$ cat src/rtl/jtag_phy.sv
// jtag_phy: bit-level JTAG engine. Pops PHY command words from a small
// command FIFO, sequences TCK/TMS/TDI for scans and special TMS patterns,
// captures TDO during shift and returns {CAP, DAT} for read scans through
// a response FIFO.
module jtag_phy #(
  parameter int FIFO_AW         = 2,
  parameter int CLK_DIV         = 4,
  parameter int IDLE_CYCLES     = 8,
  parameter int JTAG_CMD_WIDTH  = 79,
  parameter int JTAG_RESP_WIDTH = 70
) (
  input  logic                       CLK,
  input  logic                       RESET,
  input  logic [JTAG_CMD_WIDTH-1:0]  WRDATA,
  input  logic                       WREN,
  output logic                       WRFULL,
  output logic [JTAG_RESP_WIDTH-1:0] RDDATA,
  input  logic                       RDEN,
  output logic                       RDEMPTY,
  output logic                       TCK,
  output logic                       TMS,
  output logic                       TDI,
  input  logic                       TDO
);

  localparam int DEPTH = 1 << FIFO_AW;
  localparam int CW    = 50;
  localparam int DIVW  = $clog2(2 * CLK_DIV) + 1;
  localparam logic [15:0] SWITCH_PAT = 16'hE73C;

  typedef enum logic [2:0] {
    ST_IDLE, ST_LOAD, ST_SEQ, ST_ENTRY, ST_SHIFT, ST_EXIT, ST_RUNIDLE, ST_RESP
  } state_e;

  // Bits above the DAT field carry nothing for this engine.
  logic unused_wrdata;
  assign unused_wrdata = ^WRDATA[JTAG_CMD_WIDTH-1:CW];

  // ---------------- command FIFO ----------------
  logic [CW-1:0]    cmd_mem [DEPTH];
  logic [FIFO_AW:0] cmd_wp_q, cmd_rp_q;
  logic [FIFO_AW:0] cmd_count;
  logic             cmd_full, cmd_empty, cmd_push, cmd_pop;
  logic [CW-1:0]    cmd_head;

  // ---------------- response FIFO ----------------
  logic [JTAG_RESP_WIDTH-1:0] rsp_mem [DEPTH];
  logic [FIFO_AW:0]           rsp_wp_q, rsp_rp_q;
  logic [FIFO_AW:0]           rsp_count;
  logic                       rsp_full, rsp_empty, rsp_push, rsp_pop;
  logic [JTAG_RESP_WIDTH-1:0] rd_q;

  // ---------------- engine ----------------
  state_e          state_q;
  logic [DIVW-1:0] div_q;
  logic [15:0]     idx_q;
  logic [2:0]      cmd_q;
  logic [11:0]     len_q;
  logic [34:0]     dat_q;
  logic [34:0]     cap_q;
  logic            tck_q, tms_q, tdi_q;

  state_e          bit_state_d, load_state_d, pin_state;
  logic [15:0]     bit_idx_d, pin_idx;
  logic            pin_tms, pin_tdi;
  logic [63:0]     dat_ext;

  assign cmd_count = cmd_wp_q - cmd_rp_q;
  assign cmd_full  = (cmd_count == (FIFO_AW+1)'(DEPTH));
  assign cmd_empty = (cmd_wp_q == cmd_rp_q);
  assign cmd_pop   = (state_q == ST_IDLE) && !cmd_empty;
  // A full FIFO still accepts a word in the same cycle the engine pops one.
  assign cmd_push  = WREN && (!cmd_full || cmd_pop);
  assign cmd_head  = cmd_mem[cmd_rp_q[FIFO_AW-1:0]];

  assign rsp_count = rsp_wp_q - rsp_rp_q;
  assign rsp_full  = (rsp_count == (FIFO_AW+1)'(DEPTH));
  assign rsp_empty = (rsp_wp_q == rsp_rp_q);
  assign rsp_push  = (state_q == ST_RESP) && !rsp_full;
  assign rsp_pop   = RDEN && !rsp_empty;

  assign WRFULL  = cmd_full;
  assign RDEMPTY = rsp_empty;
  assign RDDATA  = rd_q;
  assign TCK     = tck_q;
  assign TMS     = tms_q;
  assign TDI     = tdi_q;

  // Shift bits beyond DAT[34] drive a constant 1.
  assign dat_ext = {{29{1'b1}}, dat_q};

  function automatic logic [15:0] seq_len(input logic [2:0] code);
    case (code)
      3'b000:  return 16'd7;
      3'b100:  return 16'd79;
      3'b110:  return 16'(IDLE_CYCLES);
      default: return 16'd0;
    endcase
  endfunction

  function automatic logic seq_tms(input logic [2:0] code, input logic [15:0] i);
    logic [15:0] k;
    k = i - 16'd56;
    case (code)
      3'b000: return (i < 16'd6);
      3'b100: begin
        if (i < 16'd56)      return 1'b1;
        else if (i < 16'd72) return SWITCH_PAT[k[3:0]];
        else if (i < 16'd78) return 1'b1;
        else                 return 1'b0;
      end
      default: return 1'b0;
    endcase
  endfunction

  // Command FIFO storage.
  always_ff @(posedge CLK) begin
    if (cmd_push) cmd_mem[cmd_wp_q[FIFO_AW-1:0]] <= WRDATA[CW-1:0];
  end

  // Command FIFO pointers.
  always_ff @(posedge CLK) begin
    if (RESET) begin
      cmd_wp_q <= '0;
      cmd_rp_q <= '0;
    end else begin
      if (cmd_push) cmd_wp_q <= cmd_wp_q + 1'b1;
      if (cmd_pop)  cmd_rp_q <= cmd_rp_q + 1'b1;
    end
  end

  // Response FIFO storage.
  always_ff @(posedge CLK) begin
    if (rsp_push) rsp_mem[rsp_wp_q[FIFO_AW-1:0]] <= JTAG_RESP_WIDTH'({cap_q, dat_q});
  end

  // Response FIFO pointers and registered read data.
  always_ff @(posedge CLK) begin
    if (RESET) begin
      rsp_wp_q <= '0;
      rsp_rp_q <= '0;
      rd_q     <= '0;
    end else begin
      if (rsp_push) rsp_wp_q <= rsp_wp_q + 1'b1;
      if (rsp_pop) begin
        rsp_rp_q <= rsp_rp_q + 1'b1;
        rd_q     <= rsp_mem[rsp_rp_q[FIFO_AW-1:0]];
      end
    end
  end

  // Next bit position at the end of a TCK bit, plus pin values for the bit
  // that starts next (pins are computed one bit ahead so they change with
  // the TCK falling edge or at the first bit of a command).
  always_comb begin
    bit_state_d = state_q;
    bit_idx_d   = idx_q + 16'd1;
    case (state_q)
      ST_SEQ:
        if (idx_q == seq_len(cmd_q) - 16'd1) begin
          bit_state_d = ST_IDLE;
          bit_idx_d   = '0;
        end
      ST_ENTRY:
        if (idx_q == (cmd_q[2] ? 16'd3 : 16'd2)) begin
          bit_state_d = ST_SHIFT;
          bit_idx_d   = '0;
        end
      ST_SHIFT:
        if (idx_q == {4'b0, len_q} - 16'd1) begin
          bit_state_d = ST_EXIT;
          bit_idx_d   = '0;
        end
      ST_EXIT:
        if (idx_q == 16'd1) begin
          bit_idx_d = '0;
          if (cmd_q[1] && (IDLE_CYCLES > 0)) bit_state_d = ST_RUNIDLE;
          else if (cmd_q[0])                 bit_state_d = ST_RESP;
          else                               bit_state_d = ST_IDLE;
        end
      ST_RUNIDLE:
        if (idx_q == 16'(IDLE_CYCLES - 1)) begin
          bit_idx_d   = '0;
          bit_state_d = cmd_q[0] ? ST_RESP : ST_IDLE;
        end
      default: ;
    endcase

    if (len_q != 12'd0)                load_state_d = ST_ENTRY;
    else if (seq_len(cmd_q) != 16'd0)  load_state_d = ST_SEQ;
    else                               load_state_d = ST_IDLE;

    pin_state = (state_q == ST_LOAD) ? load_state_d : bit_state_d;
    pin_idx   = (state_q == ST_LOAD) ? 16'd0 : bit_idx_d;

    pin_tms = tms_q;
    pin_tdi = 1'b1;
    case (pin_state)
      ST_SEQ:     pin_tms = seq_tms(cmd_q, pin_idx);
      ST_ENTRY:   pin_tms = (pin_idx == 16'd0) || (cmd_q[2] && (pin_idx == 16'd1));
      ST_SHIFT: begin
        pin_tms = (pin_idx == {4'b0, len_q} - 16'd1);
        pin_tdi = (pin_idx[15:6] == '0) ? dat_ext[pin_idx[5:0]] : 1'b1;
      end
      ST_EXIT:    pin_tms = (pin_idx == 16'd0);
      ST_RUNIDLE: pin_tms = 1'b0;
      default: ;
    endcase
  end

  // Engine FSM: command decode, TCK divider, pin and capture registers.
  always_ff @(posedge CLK) begin
    if (RESET) begin
      state_q <= ST_IDLE;
      div_q   <= '0;
      idx_q   <= '0;
      cmd_q   <= '0;
      len_q   <= '0;
      dat_q   <= '0;
      cap_q   <= '0;
      tck_q   <= 1'b0;
      tms_q   <= 1'b1;
      tdi_q   <= 1'b1;
    end else begin
      case (state_q)
        ST_IDLE:
          if (!cmd_empty) begin
            cmd_q   <= cmd_head[2:0];
            len_q   <= cmd_head[14:3];
            dat_q   <= cmd_head[49:15];
            state_q <= ST_LOAD;
          end
        ST_LOAD: begin
          cap_q   <= '0;
          idx_q   <= '0;
          div_q   <= '0;
          state_q <= load_state_d;
          tms_q   <= pin_tms;
          tdi_q   <= pin_tdi;
        end
        ST_SEQ, ST_ENTRY, ST_SHIFT, ST_EXIT, ST_RUNIDLE: begin
          if (div_q == DIVW'(CLK_DIV - 1)) begin
            tck_q <= 1'b1;
            div_q <= div_q + 1'b1;
            if (state_q == ST_SHIFT) cap_q <= {TDO, cap_q[34:1]};
          end else if (div_q == DIVW'(2 * CLK_DIV - 1)) begin
            tck_q   <= 1'b0;
            div_q   <= '0;
            state_q <= bit_state_d;
            idx_q   <= bit_idx_d;
            tms_q   <= pin_tms;
            tdi_q   <= pin_tdi;
          end else begin
            div_q <= div_q + 1'b1;
          end
        end
        ST_RESP:
          if (!rsp_full) state_q <= ST_IDLE;
        default: state_q <= ST_IDLE;
      endcase
    end
  end

endmodule

$ cat config.mk
export PLATFORM = sky130hd
export DESIGN_NAME = jtag_phy
export DESIGN_NICKNAME = d
export VERILOG_FILES = /design/src/rtl/jtag_phy.sv
export SDC_FILE = /design/constraint.sdc
export NUM_CORES = 1
export LEC_CHECK = 0
export BUFFER_PORTS_ARGS = -buffer_cell sky130_fd_sc_hd__buf_4
export CAP_MARGIN = 0
export CORE_MARGIN = 4
export CORE_UTILIZATION = 35
export DETAILED_ROUTE_END_ITERATION = 8
export GPL_TIMING_DRIVEN = 0
export HOLD_SLACK_MARGIN = 0.03
export MAX_ROUTING_LAYER = met4
export SLEW_MARGIN = 20
export SYNTH_ARGS = -nofsm -noshare
export SYNTH_HDL_FRONTEND = slang
export SYNTH_SLANG_ARGS = --single-unit
$ cat constraint.sdc
create_clock -name CLK -period 5.05 [get_ports CLK]
set_input_delay 1.01 -clock CLK [delete_from_list [all_inputs] [get_ports CLK]]
set_output_delay 1.01 -clock CLK [all_outputs]
set_load 0.005 [all_outputs]
==> results.sh, run 1 <==
export IMPL_reg2regPathDepth=15
export IMPL_hold_ws_ns=0.453
export IMPL_arrival_ns=5.08
export IMPL_first_global_vias=16400
export IMPL_fill_cells=7057
export IMPL_ys_seq_area_share_pct=67.5
export IMPL_finalNetCount=2248
export IMPL_grt_usage_pct=16.3
export IMPL_cts_hold_buf=0
export IMPL_layout_setup_ws_ns=0.430
export IMPL_p_leak_nw=10.4
export IMPL_synthArstFlopShare_pct=0
export IMPL_min_from="RDDATA[52]"
export IMPL_layout_cells_non_filler=3232
export IMPL_synth_xor_area_share_pct=1.83
export IMPL_fmax_mhz=216
export IMPL_routed_wl_um=66000
export IMPL_drt_wirelength_per_cell_um=20.4
export IMPL_cts_root_buffer="clkbuf_16"
export IMPL_clk_path_buf_depth=3
export IMPL_start_util_pct=35.5
export IMPL_insertion_delay_ns=0.62
export IMPL_synthAdderAreaFrac_pct=0.961
export IMPL_crit_start="cmd_q[0]"
export IMPL_muxShareOfSynthArea_pct=10.9
export IMPL_crit_path_top_delay_cell="clkbuf_1"
export IMPL_grt_setup_unrepaired="no"
export IMPL_end_kind="flip-flop"
export IMPL_synth_distinct_cells=77
export IMPL_min_period_ns=4.62
export IMPL_critPathBufInv=5
export IMPL_synth_area_um2=27100
export IMPL_hold_path_class="reg2reg"
export IMPL_finClkSkew_ns=0.0292
export IMPL_synth_top_family_by_area="multiplexers"
export IMPL_numClockSinks=673
export IMPL_globalplace_congestion=0.900
export IMPL_fin_crit_sh_pct=91.5
export IMPL_io_buffers=128
export IMPL_pre_cts_slack_ns=0.244
export IMPL_cp_start_kind="flip-flop"
export IMPL_vias_per_cell=5.14
export IMPL_placedCellCount=3101
export IMPL_path_depth=15
export IMPL_crit_fanout=10
export IMPL_required_ns=5.51
export IMPL_synth_nets=2036
export IMPL_drt_iter0_markers=1449
export IMPL_hold_viol_final=0
export IMPL_hpwl_um=45400
export IMPL_synth_edf_count=480
export IMPL_path_class="reg2reg"
export IMPL_numCtsBuffers=71
export IMPL_die_h_um=286
export IMPL_ys_ff_latch=673
export IMPL_drtAntennaViolNets=0
export IMPL_io_pins=159
export IMPL_tightestPinTransition_ns=1.15
export IMPL_vdd_drop_max_v=0.000294
export IMPL_dr_pass1_iters=5
export IMPL_die_area_um2=81900
export IMPL_grt_max_degree=42
export IMPL_dieWidth_um=286
export IMPL_n_antenna_cell=0
export IMPL_cts_tree="built"
export IMPL_htreeDepth=3
export IMPL_num_vias=16600
export IMPL_rr_startpoint="cmd_q[0]"
export IMPL_remaining_drc_errors=0
export IMPL_synth_simple_gate_area_share_pct=9.93
export IMPL_critPathTopFamily="buffers and inverters"
export IMPL_grt_pass1_wl_um=99900
export IMPL_hold_depth=2
export IMPL_synth_compound_area_share_pct=6.67
export IMPL_cts_setup_buffers=0
export IMPL_syn2layout_area_growth_pct=18.1
export IMPL_drive_above_1_share_pct=18.2
export IMPL_core_um2=76300
export IMPL_rows=101
export IMPL_synthCells=1932
export IMPL_yosysWarnings=0
export IMPL_slowest_delay_ns=0.47
export IMPL_r2r_slack_ns=0.43
export IMPL_finalSetupViolCount=0
export IMPL_slew_headroom_pct=23.0
export IMPL_gr_total_overflow=0
export IMPL_power_per_cell_area_nw_per_um2=476
export IMPL_crit_chain="clkbuf_1 -> nor2_1 -> inv_1 -> ha_1 -> inv_1 -> nor4b_1 -> o2111ai_1 -> o311a_1 -> nor3b_2 -> o21ai_0 -> and3_1 -> clkbuf_1 -> clkbuf_1 -> a22oi_1 -> nor2_1"
export IMPL_status="completed"
export IMPL_antenna_found_initial=0
export IMPL_cap_violations=0
export IMPL_finalMaxSlewViolations=0
export IMPL_clkTransAtPathRegs_ns=0.06
export IMPL_final_util_pct=41.9
export IMPL_cts_resized=0
export IMPL_syn_area_per_cell_um2=14.0
export IMPL_synth_ff_type="edfxtp_1"
export IMPL_path_common_cell="clkbuf_1"
==> state kept, by name (all words and copies together) (netlist names) <==
register  cells
rsp_rp_q      3
len_q        12
idx_q        16
cap_q        35
state_q       3
cmd_wp_q      3
cmd_mem     200
TMS           1
div_q         4
RDDATA       70
rsp_mem     280
rsp_wp_q      3
cmd_rp_q      3
TCK           1
cmd_q         3
TDI           1
dat_q        35
==> per-stage QoR <==
| stage | setup TNS [ns] | instance area (um2) | power (mW) |
|---|---|---|---|
| floorplan | 0 | 27100 | 9.04 |
| global placement | -379.94 | 29300 | 10.0 |
| detailed placement | 0 | 29600 | 10.1 |
| CTS | 0 | 32000 | 15.4 |
| global route | 0 | 32000 | 15.9 |
| finish | 0 | 32000 | 15.2 |
==> worst min-delay path, cell delays in order (launching register included) <==
cell and delay, ns:
dfxtp_1 0.31, nand2_1 0.05, a21oi_1 0.05
==> placed cells by master (no fill, tap or decap), types with 5 or more instances in the layout <==
cell type  synthesis  final
edfxtp_1         480    480
nand2_1          313    313
dfxtp_1          193    193
a21oi_1          188    188
buf_4              0    130
mux4_2           127    127
clkbuf_1         105    126
nor2_1            76     76
clkbuf_16          0     75
nand3_1           71     71
xnor2_1           32     32
o21ai_0           32     32
inv_1             23     23
xor2_1            22     22
buf_1             22     22
ha_1              20     20
nor2b_1           16     16
nand2b_1          13     13
nor3_1            12     10
a31oi_1           10     10
clkinv_2           0     10
nand4_1            9      9
and3_1             9      9
and2_4             0      8
nor4_1             9      8
or4_1              8      8
or3_1              8      8
a22oi_1            8      8
a211oi_1           7      7
nand3b_1           7      7
clkbuf_8           0      7
buf_16             0      7
mux2i_1            6      6
o211ai_1           5      5
a21o_1             5      5
bufinv_16          0      5
clkinv_1           0      5
==> area by class of cell <==
type	count	area (um2)	share of cell area, %
inverters	23	86.3	0.270
multi-input cells	1104	8240	25.8
well taps	1030	1290	4.03
plain buffers	132	514	1.61
clock inverters	28	330	1.03
repair buffers	139	1190	3.73
clock buffers	103	2050	6.42
flip-flops and latches	673	18300	57.1
==> final timing paths <==
kind	endpoint
setup reg to reg	idx_q[10]
hold / removal	RDDATA[52]
setup / recovery	idx_q[10]
hold reg to reg	RDDATA[52]
==> routing by layer <==
layer / track usage (%) / routed length [um] / vias to the layer above
li1: - / - / 7683
met1: 21.6 / 28600 / 8290
met2: 25.9 / 31400 / 547
met3: 3.25 / 4210 / 105
met4: 4.53 / 1800 / 0
met5: - / 0 / -
==> cell families (layout without fill, tap and decap cells) <==
logic type | after synthesis | in the layout
fa+ha+maj | 21 | 21
compound gates | 307 | 307
simple gates | 586 | 586
flops | 673 | 673
mux | 135 | 135
buf+inv | 155 | 425
xor+xnor | 55 | 55
==> synthesized netlist by cell type, drive strengths merged (20+ instances only) <==
master  count  area [um2]
inv        23        86.3
dfxtp     193        3860
a21oi     188         941
xnor2      32         280
nand2     313        1170
clkbuf    106         399
nor2       76         285
buf        26         115
ha         20         250
edfxtp    480       14400
mux4      127        2860
o21ai      34         170
nand3      71         355
xor2       22         193
==> power by group <==
| group | internal [mW] | switching, mW |
|---|---|---|
| combinational | 1.32 | 1.96 |
| sequential | 6.37 | 0.318 |
| clock | 3.11 | 2.14 |
Power figures use the tool's default switching activity.
==> run 2: changes to the inputs <==
--- a/config.mk
+++ b/config.mk
@@ -13,6 +13,7 @@
 export GPL_TIMING_DRIVEN = 0
 export HOLD_SLACK_MARGIN = 0.03
 export MAX_ROUTING_LAYER = met4
+export PLACE_DENSITY = 0.62
 export SLEW_MARGIN = 20
 export SYNTH_ARGS = -nofsm -noshare
 export SYNTH_HDL_FRONTEND = slang
==> run 2 against run 1 <==
Critical path type unchanged; critical path depth is the same; die area is the same; sequential share of layout area is essentially flat; final cell count is the same; clock-buffer cell count shrank 4.
==> results.sh, run 2 (same netlist as run 1, synthesis figures left out) <==
export IMPL_cap_violations=0
export IMPL_path_common_cell="clkbuf_1"
export IMPL_hold_viol_final=0
export IMPL_grt_pass1_wl_um=101000
export IMPL_grt_usage_pct=16.5
export IMPL_postPlaceCellArea_um2=29600
export IMPL_insertion_delay_ns=0.62
export IMPL_status="completed"
export IMPL_tightestPinTransition_ns=1.09
export IMPL_met2_usage_pct=26.1
export IMPL_finalNetCount=2247
export IMPL_hold_depth=2
export IMPL_globalplace_congestion=0.895
export IMPL_n_antenna_cell=0
export IMPL_cp_start_kind="flip-flop"
export IMPL_start_util_pct=35.5
export IMPL_rows=101
export IMPL_antenna_found_initial=0
export IMPL_fin_crit_sh_pct=91.8
export IMPL_path_class="reg2reg"
export IMPL_drt_iter0_markers=1232
export IMPL_grt_busiest_layer="met2"
export IMPL_final_util_pct=41.9
export IMPL_clk_path_buf_depth=3
export IMPL_core_um2=76300
export IMPL_fmax_mhz=216
export IMPL_drtAntennaViolNets=0
export IMPL_hpwl_um=45800
export IMPL_min_period_ns=4.64
export IMPL_grt_setup_unrepaired="no"
export IMPL_numCtsBuffers=71
export IMPL_gr_total_overflow=0
export IMPL_htreeDepth=3
export IMPL_slew_headroom_pct=26.8
export IMPL_numClockSinks=673
export IMPL_cts_setup_buffers=0
export IMPL_placedCellCount=3099
export IMPL_clkTransAtPathRegs_ns=0.06
export IMPL_drt_wirelength_per_cell_um=20.5
export IMPL_io_buffers=128
export IMPL_gr_usage_met3_pct=3.23
export IMPL_grt_max_degree=44
export IMPL_die_area_um2=81900
export IMPL_vias_per_cell=5.14
export IMPL_hold_ws_ns=0.453
export IMPL_finClkSkew_ns=0.0369
export IMPL_num_vias=16600
export IMPL_reg2regPathDepth=15
export IMPL_dr_pass1_iters=5
export IMPL_syn2layout_area_growth_pct=18.2
export IMPL_p_leak_nw=10.4
export IMPL_end_kind="flip-flop"
export IMPL_die_h_um=286
export IMPL_cts_hold_buf=0
export IMPL_grt_use_met1_pct=21.4
export IMPL_slowest_delay_ns=0.49
export IMPL_layout_common_cells="edfxtp_1 (480), nand2_1 (313), dfxtp_1 (193)"
export IMPL_vdd_drop_max_v=0.000261
export IMPL_crit_path_top_delay_cell="clkbuf_1"
export IMPL_required_ns=5.52
export IMPL_largest_reg_flops=280
export IMPL_crit_chain="clkbuf_1 -> nor2_1 -> inv_1 -> ha_1 -> inv_1 -> nor4b_1 -> o2111ai_1 -> o311a_1 -> nor3b_2 -> o21ai_0 -> and3_1 -> clkbuf_1 -> clkbuf_1 -> a22oi_1 -> nor2_1"
export IMPL_cts_root_buffer="clkbuf_16"
export IMPL_first_global_vias=16600
export IMPL_routed_wl_um=66300
export IMPL_arrival_ns=5.10
export IMPL_io_pins=159
export IMPL_layout_cells_non_filler=3232
export IMPL_dieWidth_um=286
export IMPL_cts_resized=0
export IMPL_cts_tree="built"
export IMPL_final_cell_area_um2=32000
export IMPL_hold_path_class="reg2reg"
export IMPL_layout_commonest_cell="edfxtp_1"
export IMPL_drive_above_1_share_pct=18.3
export IMPL_finalSetupViolCount=0
export IMPL_power_per_cell_area_nw_per_um2=478
export IMPL_crit_fanout=10
export IMPL_remaining_drc_errors=0
export IMPL_finalMaxSlewViolations=0
-- run 2: changes by cell type in the layout (fill, tap and decap cells not counted), sizes merged --
| cell | previous run | this run |
|---|---|---|
| clkinv | 17 | 21 |
| clkbuf | 209 | 206 |
| bufinv | 5 | 6 |
| buf | 165 | 163 |
-- run 2: path summary, 6_finish.rpt --
kind	start	end	slack, ns
worst min register to register	RDDATA[17]	RDDATA[17]	0.45
worst max-delay path	cmd_q[0]	idx_q[6]	0.41
worst min-delay path	RDDATA[17]	RDDATA[17]	0.45
worst max register to register	cmd_q[0]	idx_q[6]	0.41
-- run 2: final cells by class --
class	count	area [um2]
Tap cell	1030	1290
Buffer	132	514
Sequential cell	673	18300
Clock buffer	99	2020
Multi-Input combinational cell	1104	8240
Inverter	23	86.3
Timing Repair Buffer	138	1190
Fill cell	7003	44300
Clock inverter	33	387
-- run 2: where the power goes --
group          leakage, nW  switching (mW)  internal, mW  total [mW]
sequential            5.98           0.320          6.37        6.69
combinational         3.21            2.00          1.32        3.32
clock                 1.17            2.16          3.14        5.29
-- run 2: critical path: cells and delay by family, from the launching register on --
kind / cells / cell delay, ns
buffers and inverters: 5 / 1.33
AOI/OAI and AO/OA: 4 / 1.28
and+or+nand+nor: 5 / 1.25
DFF: 1 / 0.32
adders and majority gates: 1 / 0.27
-- run 2: per-layer routing --
metal / vias up / part of all wire [%]
li1: 7686 / -
met1: 8256 / 43
met2: 548 / 48
met3: 111 / 6.4
met4: 0 / 3.0
met5: - / 0
-- run 2: through the flow --
stage,worst slack [ns],setup TNS [ns],power (mW)
6_report,0.414,0,15.3
5_1_grt,0.209,0,16.0
4_1_cts,0.108,0,15.4
3_5_place_dp,0.154,0,10.1
3_3_place_gp,-0.935,-360.52,10.0
2_1_floorplan,1.14,0,9.04
